--- config.mk ---
export PLATFORM = sky130hd
export DESIGN_NAME = pred_bram_reader
export DESIGN_NICKNAME = d
export VERILOG_FILES = /design/src/rtl/pred_bram_reader.sv
export SDC_FILE = /design/constraint.sdc
export NUM_CORES = 1
export LEC_CHECK = 0
export ABC_AREA = 0
export CORE_MARGIN = 8
export CORE_UTILIZATION = 58
export DETAILED_ROUTE_END_ITERATION = 10
export GPL_TIMING_DRIVEN = 0
export PLACE_DENSITY = 0.81
export SETUP_SLACK_MARGIN = 0.05
export SLEW_MARGIN = 15
export SYNTH_ARGS = -nofsm -noshare
export SYNTH_HDL_FRONTEND = slang
export SYNTH_SLANG_ARGS = --single-unit
export TNS_END_PERCENT = 10
--- constraint.sdc ---
create_clock -name ap_clk -period 4.35 [get_ports ap_clk]
set_clock_uncertainty 0.2 [all_clocks]
set_input_delay 1.305 -clock ap_clk [delete_from_list [all_inputs] [get_ports ap_clk]]
set_output_delay 1.305 -clock ap_clk [all_outputs]
set_load 0.02 [all_outputs]
--- src/rtl/pred_bram_reader.sv ---
// Streams num_preds 2-bit predictions from the prediction BRAM as LSB-first packed AXI4-Stream words.
// Define PRED_HIST_EN to add per-class saturating prediction counters on hist_counts.
module pred_bram_reader #(
  parameter int unsigned PRED_BITS      = 2,
  parameter int unsigned BRAM_ADDR_BITS = 14,
  parameter int unsigned OUT_WIDTH      = 32,
  parameter int unsigned RD_LATENCY     = 1
) (
  input  logic                      ap_clk,
  input  logic                      ap_rst_n,
  input  logic                      start,
  input  logic [BRAM_ADDR_BITS-1:0] start_addr,
  input  logic [BRAM_ADDR_BITS:0]   num_preds,
  output logic                      busy,
  output logic                      done,
  output logic [BRAM_ADDR_BITS-1:0] bram_ADDR,
  output logic                      bram_EN,
  input  logic [PRED_BITS-1:0]      bram_DATA,
  output logic [OUT_WIDTH-1:0]      out_TDATA,
  output logic                      out_TVALID,
  input  logic                      out_TREADY,
  output logic                      out_TLAST
`ifdef PRED_HIST_EN
  ,
  output logic [4*(BRAM_ADDR_BITS+1)-1:0] hist_counts
`endif
);

  localparam int unsigned PACK   = OUT_WIDTH / PRED_BITS;
  localparam int unsigned CNT_W  = BRAM_ADDR_BITS + 1;
  localparam int unsigned LANE_W = $clog2(PACK) + 1;
  localparam int unsigned SUM_W  = CNT_W + 1;

  typedef enum logic [1:0] {S_IDLE, S_READ, S_DRAIN, S_DONE} state_t;

  state_t                state_q, state_d;
  logic [CNT_W-1:0]      num_q, issued_q, returned_q;
  logic [RD_LATENCY-1:0] en_pipe_q;
  logic [RD_LATENCY:0]   en_sh_c;
  logic [OUT_WIDTH-1:0]  pack_q, pack_nxt_c;
  logic [LANE_W-1:0]     pack_cnt_q;
  logic                  pack_full_q, pack_last_q;
  logic                  accept_c, hs_c, out_free_c, rd_vld_c, ret_last_c;
  logic                  room_c, issue_c, word_done_c;

  // Issue/return bookkeeping; a read is only issued when its data is guaranteed a slot.
  always_comb begin
    accept_c    = (state_q == S_IDLE) && start;
    hs_c        = out_TVALID && out_TREADY;
    out_free_c  = !out_TVALID || out_TREADY;
    en_sh_c     = {en_pipe_q, bram_EN};
    rd_vld_c    = en_pipe_q[RD_LATENCY-1];
    ret_last_c  = rd_vld_c && ((returned_q + CNT_W'(1)) == num_q);
    room_c      = (SUM_W'(pack_cnt_q) + SUM_W'(issued_q - returned_q)) < SUM_W'(PACK);
    issue_c     = (state_q == S_READ) && (issued_q < num_q) && (room_c || out_free_c);
    pack_nxt_c  = pack_q | (OUT_WIDTH'(bram_DATA) << (PRED_BITS * 32'(pack_cnt_q)));
    word_done_c = rd_vld_c && ((pack_cnt_q == LANE_W'(PACK - 1)) || ret_last_c);
  end

  always_comb begin
    state_d = state_q;
    case (state_q)
      S_IDLE:  if (start) state_d = (num_preds == '0) ? S_DONE : S_READ;
      S_READ:  if (issue_c && ((issued_q + CNT_W'(1)) == num_q)) state_d = S_DRAIN;
      S_DRAIN: if (hs_c && out_TLAST) state_d = S_DONE;
      S_DONE:  state_d = S_IDLE;
      default: state_d = S_IDLE;
    endcase
  end

  always_ff @(posedge ap_clk or negedge ap_rst_n) begin
    if (!ap_rst_n) state_q <= S_IDLE;
    else           state_q <= state_d;
  end

  // Read issue, pack assembly and the AXIS output register.
  always_ff @(posedge ap_clk or negedge ap_rst_n) begin
    if (!ap_rst_n) begin
      busy        <= 1'b0;
      done        <= 1'b0;
      bram_ADDR   <= '0;
      bram_EN     <= 1'b0;
      out_TDATA   <= '0;
      out_TVALID  <= 1'b0;
      out_TLAST   <= 1'b0;
      num_q       <= '0;
      issued_q    <= '0;
      returned_q  <= '0;
      en_pipe_q   <= '0;
      pack_q      <= '0;
      pack_cnt_q  <= '0;
      pack_full_q <= 1'b0;
      pack_last_q <= 1'b0;
    end else begin
      busy      <= (state_d != S_IDLE);
      done      <= (state_d == S_DONE);
      en_pipe_q <= en_sh_c[RD_LATENCY-1:0];
      bram_EN   <= 1'b0;
      if (accept_c) begin
        num_q       <= num_preds;
        returned_q  <= '0;
        bram_ADDR   <= start_addr;
        bram_EN     <= (num_preds != '0);
        issued_q    <= (num_preds != '0) ? CNT_W'(1) : '0;
        pack_q      <= '0;
        pack_cnt_q  <= '0;
        pack_full_q <= 1'b0;
        pack_last_q <= 1'b0;
      end else begin
        if (issue_c) begin
          bram_EN   <= 1'b1;
          bram_ADDR <= bram_ADDR + BRAM_ADDR_BITS'(1);
          issued_q  <= issued_q + CNT_W'(1);
        end
        if (rd_vld_c) returned_q <= returned_q + CNT_W'(1);
        if (hs_c) begin
          out_TVALID <= 1'b0;
          out_TLAST  <= 1'b0;
        end
        if (pack_full_q) begin
          if (out_free_c) begin
            out_TDATA   <= pack_q;
            out_TLAST   <= pack_last_q;
            out_TVALID  <= 1'b1;
            pack_q      <= '0;
            pack_cnt_q  <= '0;
            pack_full_q <= 1'b0;
            pack_last_q <= 1'b0;
          end
        end else if (word_done_c) begin
          if (out_free_c) begin
            out_TDATA  <= pack_nxt_c;
            out_TLAST  <= ret_last_c;
            out_TVALID <= 1'b1;
            pack_q     <= '0;
            pack_cnt_q <= '0;
          end else begin
            // Output still occupied: park the finished word until the beat ahead drains.
            pack_q      <= pack_nxt_c;
            pack_cnt_q  <= pack_cnt_q + LANE_W'(1);
            pack_full_q <= 1'b1;
            pack_last_q <= ret_last_c;
          end
        end else if (rd_vld_c) begin
          pack_q     <= pack_nxt_c;
          pack_cnt_q <= pack_cnt_q + LANE_W'(1);
        end
      end
    end
  end

`ifdef PRED_HIST_EN
  // Per-class counters, cleared on each accepted start.
  always_ff @(posedge ap_clk or negedge ap_rst_n) begin
    if (!ap_rst_n) begin
      hist_counts <= '0;
    end else if (accept_c) begin
      hist_counts <= '0;
    end else if (rd_vld_c) begin
      for (int c = 0; c < 4; c++) begin
        if ((bram_DATA == PRED_BITS'(c)) && (hist_counts[c*CNT_W +: CNT_W] != {CNT_W{1'b1}}))
          hist_counts[c*CNT_W +: CNT_W] <= hist_counts[c*CNT_W +: CNT_W] + CNT_W'(1);
      end
    end
  end
`endif

endmodule

* Yosys cells after proc, flatten, opt, wreduce, memory -nomap -nowiden
Cells that the tools add are included.
** Storage, ports and cells
- Flip-flop bits (word level) :: 138
- Bits of input ports :: 35
- Output and inout port bits :: 51
- Logic and storage cells :: 108
** Cells by class
- Add/sub/neg operators :: 6
- Magnitude comparators :: 2
- Equal/unequal tests :: 9
- Shift-type cells :: 1
- Multiplexer cells :: 48
- Bitwise logic cells :: 2
- Reductions and logical operators :: 24
** Operators with widths (number)
- $mux 32 :: 10
- $mux 15 :: 4
- $or 32x32->32 :: 1
- $shl 2x6->32 :: 1
- $add 15x1->15 const B :: 2
- $eq 15x15->1 :: 2
- $mux 5 :: 6
- $mux 14 :: 2
- $mux 1 :: 21
- $add 5x16->16 :: 1
- $lt 16x5->1 const B :: 1
- $sub 15x15->16 :: 1
- $logic_not 15->1 :: 1
- $lt 15x15->1 :: 1
- $reduce_bool 15->1 :: 1
- $add 14x1->14 const B :: 1
- $logic_and 1x1->1 :: 8
- $mux 2 :: 4
- $pmux 2 s4 :: 1
- $reduce_bool 2->1 :: 4
- $eq 2x2->1 const B :: 3
- $reduce_and 3->1 :: 2
- $add 5x1->5 const B :: 1
- $eq 5x4->1 const B :: 1
- other kinds (10) :: 12

* Depth between registers and ports, before layout
- Word-level depth :: 9
- Mapped depth :: 16
- Gate-level depth less buffers :: 13

* Worst setup path before layout
OpenSTA, ideal clock, no wires.
- Path type :: reg2reg
- From :: register issued_q[4]
- To :: register issued_q[5]
- Arrival time :: 3.553 ns
- Required time :: 4.021 ns
- Setup slack :: 0.468 ns
- Cell stages (with the launch flop) :: 17
- Clock period less this slack :: 3.882 ns
- Path through :: dfrtp_1 > inv_1 > fa_1 > inv_1 > ha_1 > a21o_1 > and2_1 > or4_1 > a22o_1 > nor4_1 > nand4_1 > and2_1 > buf_6 > buf_6 > buf_6 > o211ai_2 > o31ai_2
** On the way
- Cells in the longest elaborated chain, start to end :: 6
- Elaborated cells between the ends (all ways) :: 11
- Classes of those cells :: add/sub: 3; order compare: 2; mux: 2; reduce/logical: 4
** RTL lines
- from (decl) :: RTL line 37 : logic [CNT_W-1:0] num_q, issued_q, returned_q;
- from (signal assigned) :: RTL line 104 : issued_q <= (num_preds != '0) ? CNT_W'(1) : '0;
- from (signal assigned) :: RTL line 113 : issued_q <= issued_q + CNT_W'(1);
- $sub 15x15->16 :: RTL line 54 : room_c = (SUM_W'(pack_cnt_q) + SUM_W'(issued_q - returned_q)) < SUM_W'(PACK);
- $add 5x16->16 :: RTL line 54
- $lt 16x5->1 :: RTL line 54
- $logic_or 1x1->1 :: RTL line 55 : issue_c = (state_q == S_READ) && (issued_q < num_q) && (room_c || out_free_c);
- $logic_and 1x1->1 :: RTL line 55
- $reduce_bool 2->1 (no line)
Parallel ways exist; a longest one is shown, timed or not. The select of a mux whose other input is x is not followed.
A chain may end at the register's enable or synchronous reset.

* Final worst setup path
- From :: register issued_q[2]
- To :: register issued_q[5]
The elaborated chain is that of the path after synthesis.

==> flow_summary.ini <==
[status]
status = finished, final reports clean

[cts]
postCtsHoldBufs = 0
h-tree-depth = 4
clock-sinks = 138
insertion_delay_ns = 0.43
clockBufferDepth = 2
clk_pin_slew_ns = 0.06
cts_tree = done
clockRootBuffer = clkbuf_16
cts_made_buffers = 17

[worst_setup_path]
crit_path_max_incr_delay_ns = 0.61
crit_path_start_kind = register
arrival_ns = 4.27
timing.rr.start = issued_q[2]
cp.required_ns = 4.45
startpoint = issued_q[2]
path_max_fanout = 10
crit_chain = fa_2 > ha_4 > nand4b_1 > buf_4 > a21oi_4 > or4_1 > a22o_1 > nor4_2 > nand4_1 > buf_6 > and2_1 > buf_6 > buf_6 > buf_6 > o211ai_2 > o31ai_2
end_kind = register
slowest_stage = fa_2
cpMostUsedCell = buf_6
crit_type = reg2reg

[pwr]
switchingPower_mw = 3.66
seq_power_share = 0.271
p_clk_frac = 0.177
intPower_mw = 4.52
ir_drop_uv = 454
cellPowerDensity_mw_per_mm2 = 785
p_leak_nw = 4.32
swShare = 0.447
pwr-share-comb = 0.552

[final_layout]
nFillCells = 1111
area_growth_pct = 21.5
drive_gt1_frac = 0.0817
final_area_mm2 = 0.0104
layoutNonFillerInstCount = 1274
diodes = 0
nets = 1162

[place]
place_congestion = 0.932
placed_cell_area_mm2 = 0.00969
place_hpwl_mm = 17.7
dpl.cell_count = 1239
port_buffers = 85

[sta]
fmax_mhz = 240
tns_ns = 0
finalCritPeriodShare = 0.958
whs_ns = 0.180
worst_pin_slew_ns = 0.830
slew_headroom = 0.443
slew_viol_final = 0
fin_crit_ns = 4.17
setup_viol = 0
rsz0062_at_grt = false
hold_violations = 0

[logic_synthesis]
yosysWarningCount = 0
synth_top_area_frac = 0.403
synth_largest_area_cell = dfrtp_1
ys_seq_area_frac = 0.403
synthTopCellsByArea = dfrtp_1 (40%), ha_1 (6.6%), nand2_1 (5.2%), xnor2_1 (5.1%), o21ai_0 (3.3%)
synthArstFlopShare = 1.00
synth_edf_count = 0
avgSynthCellArea_um2 = 8.85
synth-seq-cells = 138
synth_cell_types = 70
netlist_area_mm2 = 0.00857
ys.flop_type = dfrtp_1
syn_nets = 1053
synthCells = 969

[die]
ioPinCount = 86
initial_core_util = 0.592
rows = 44
coreArea_mm2 = 0.0145
die-width_um = 138
die_area_mm2 = 0.0189
die_y_um = 138

[drt]
drc = 0
drt-initial-drc-count = 782
routed_wl_mm = 23.8
ant_nets = 0
drt-wirelength-per-cell_um = 18.6
vias_per_cell = 6.14
firstDrtPassIters = 5
vias = 7826

[grt]
grt_pass1_wl_mm = 38.6
antenna_found_initial = 0
grtUsageTotal = 0.258
overflow = 0
grt_pass1_vias = 7612
grt_max_degree = 91

[min_path]
hp-start = bram_EN
hp-class = reg2reg

[run]
maxCapViolCount = 0
## area by class of cell
class | count | area (µm²) | area share
buffer | 42 | 208 | 0.0199
clock buffer | 17 | 425 | 0.0408
clock inverter | 14 | 161 | 0.0155
inverter | 44 | 165 | 0.0159
multi-input combinational | 744 | 4840 | 0.465
sequential | 138 | 3460 | 0.332
tap | 184 | 230 | 0.0221
timing repair buffer | 91 | 925 | 0.0888
## per-stage QoR
step           power, mW  worst slack [ns]  utilization
6_report            8.18             0.182        0.719
3_5_place_dp        6.38            -0.783        0.669
4_1_cts             8.03            0.0625        0.714
3_3_place_gp        6.27             -3.67        0.667
5_1_grt             8.73            0.0273        0.719
2_1_floorplan       5.10             0.468            -
## state kept, by name, indices dropped and copies added, names as in the netlist, 2 cells and up
| signal | count |
|---|---|
| pack_cnt_q | 5 |
| issued_q | 15 |
| returned_q | 15 |
| num_q | 15 |
| pack_q | 32 |
| bram_ADDR | 14 |
| out_TDATA | 32 |
| state_q | 2 |
## kinds of logic (layout without fill, tap and decap cells)
family | Yosys count | after routing | share of synthesized area
mux | 13 | 13 | 0.0156
xor+xnor | 66 | 66 | 0.0674
buf+inv | 87 | 208 | 0.0431
simple gates | 364 | 364 | 0.206
fa+ha+maj | 49 | 49 | 0.0750
compound gates | 252 | 252 | 0.190
flops | 138 | 138 | 0.403
## what timing repair did
item                       4_1_cts  5_1_grt
pin swaps                        2        6
resized for setup               11       18
buffers inserted                 2        3
setup endpoints to repair       32       48
## worst max-delay path: cells and delay by family (launching register included)
family          cells  cell delay (ns)
buf+inv             5             0.77
flops               1             0.49
compound gates      4             0.54
fa+ha+maj           2             0.83
simple gates        5             1.20
## layer usage
metal	up-vias	wire [µm]	track usage
li1	3691	-	-
met1	3738	10200	0.355
met2	349	11000	0.397
met3	48	1950	0.0598
met4	0	505	0.0791
met5	-	0	0
## cell usage after synthesis (all sizes together) (14+ instances only)
cell	number
dfrtp	138
nand2	119
o21ai	79
nor2	73
a21oi	56
xnor2	50
nor3	47
ha	45
inv	44
o21a	34
nand3	30
clkbuf	27
nand4	17
buf	16
o211ai	16
xor2	16
nor4	14
## power groups by stage
stage / clock network [mW] / logic (mW) / registers [mW]
floorplan: 0 / 2.78 / 2.31
global placement: 0 / 4.06 / 2.21
detailed placement: 0 / 4.15 / 2.23
CTS: 1.45 / 4.37 / 2.21
global route: 1.51 / 4.94 / 2.28
finish: 1.45 / 4.52 / 2.22
## layout by cell type, fill, tap and decap left out, types with 12 or more instances in the layout
cell,instances
o21ai_0,57
o21a_1,34
nand2_1,118
o211ai_1,12
nand3_1,29
o21ai_1,22
a21oi_1,53
xor2_1,16
clkdlybuf4s50_1,84
ha_1,44
dfrtp_1,135
clkbuf_16,17
nand2b_1,12
nor2_1,73
xnor2_1,50
nand4_1,17
clkbuf_1,25
inv_1,43
nor3_1,45
## path summary, 6_finish.rpt
| check | cells after the start | to | slack (ns) |
|---|---|---|---|
| min | 0 | en_pipe_q | 0.18 |
| min in group asynchronous | 1 | num_q[11] | 0.57 |
| min reg2reg | 0 | en_pipe_q | 0.18 |
| max reg2reg | 16 | issued_q[5] | 0.18 |
| max in group asynchronous | 2 | returned_q[12] | 2.59 |
| max | 16 | issued_q[5] | 0.18 |
(Power assumes the default switching activity.)
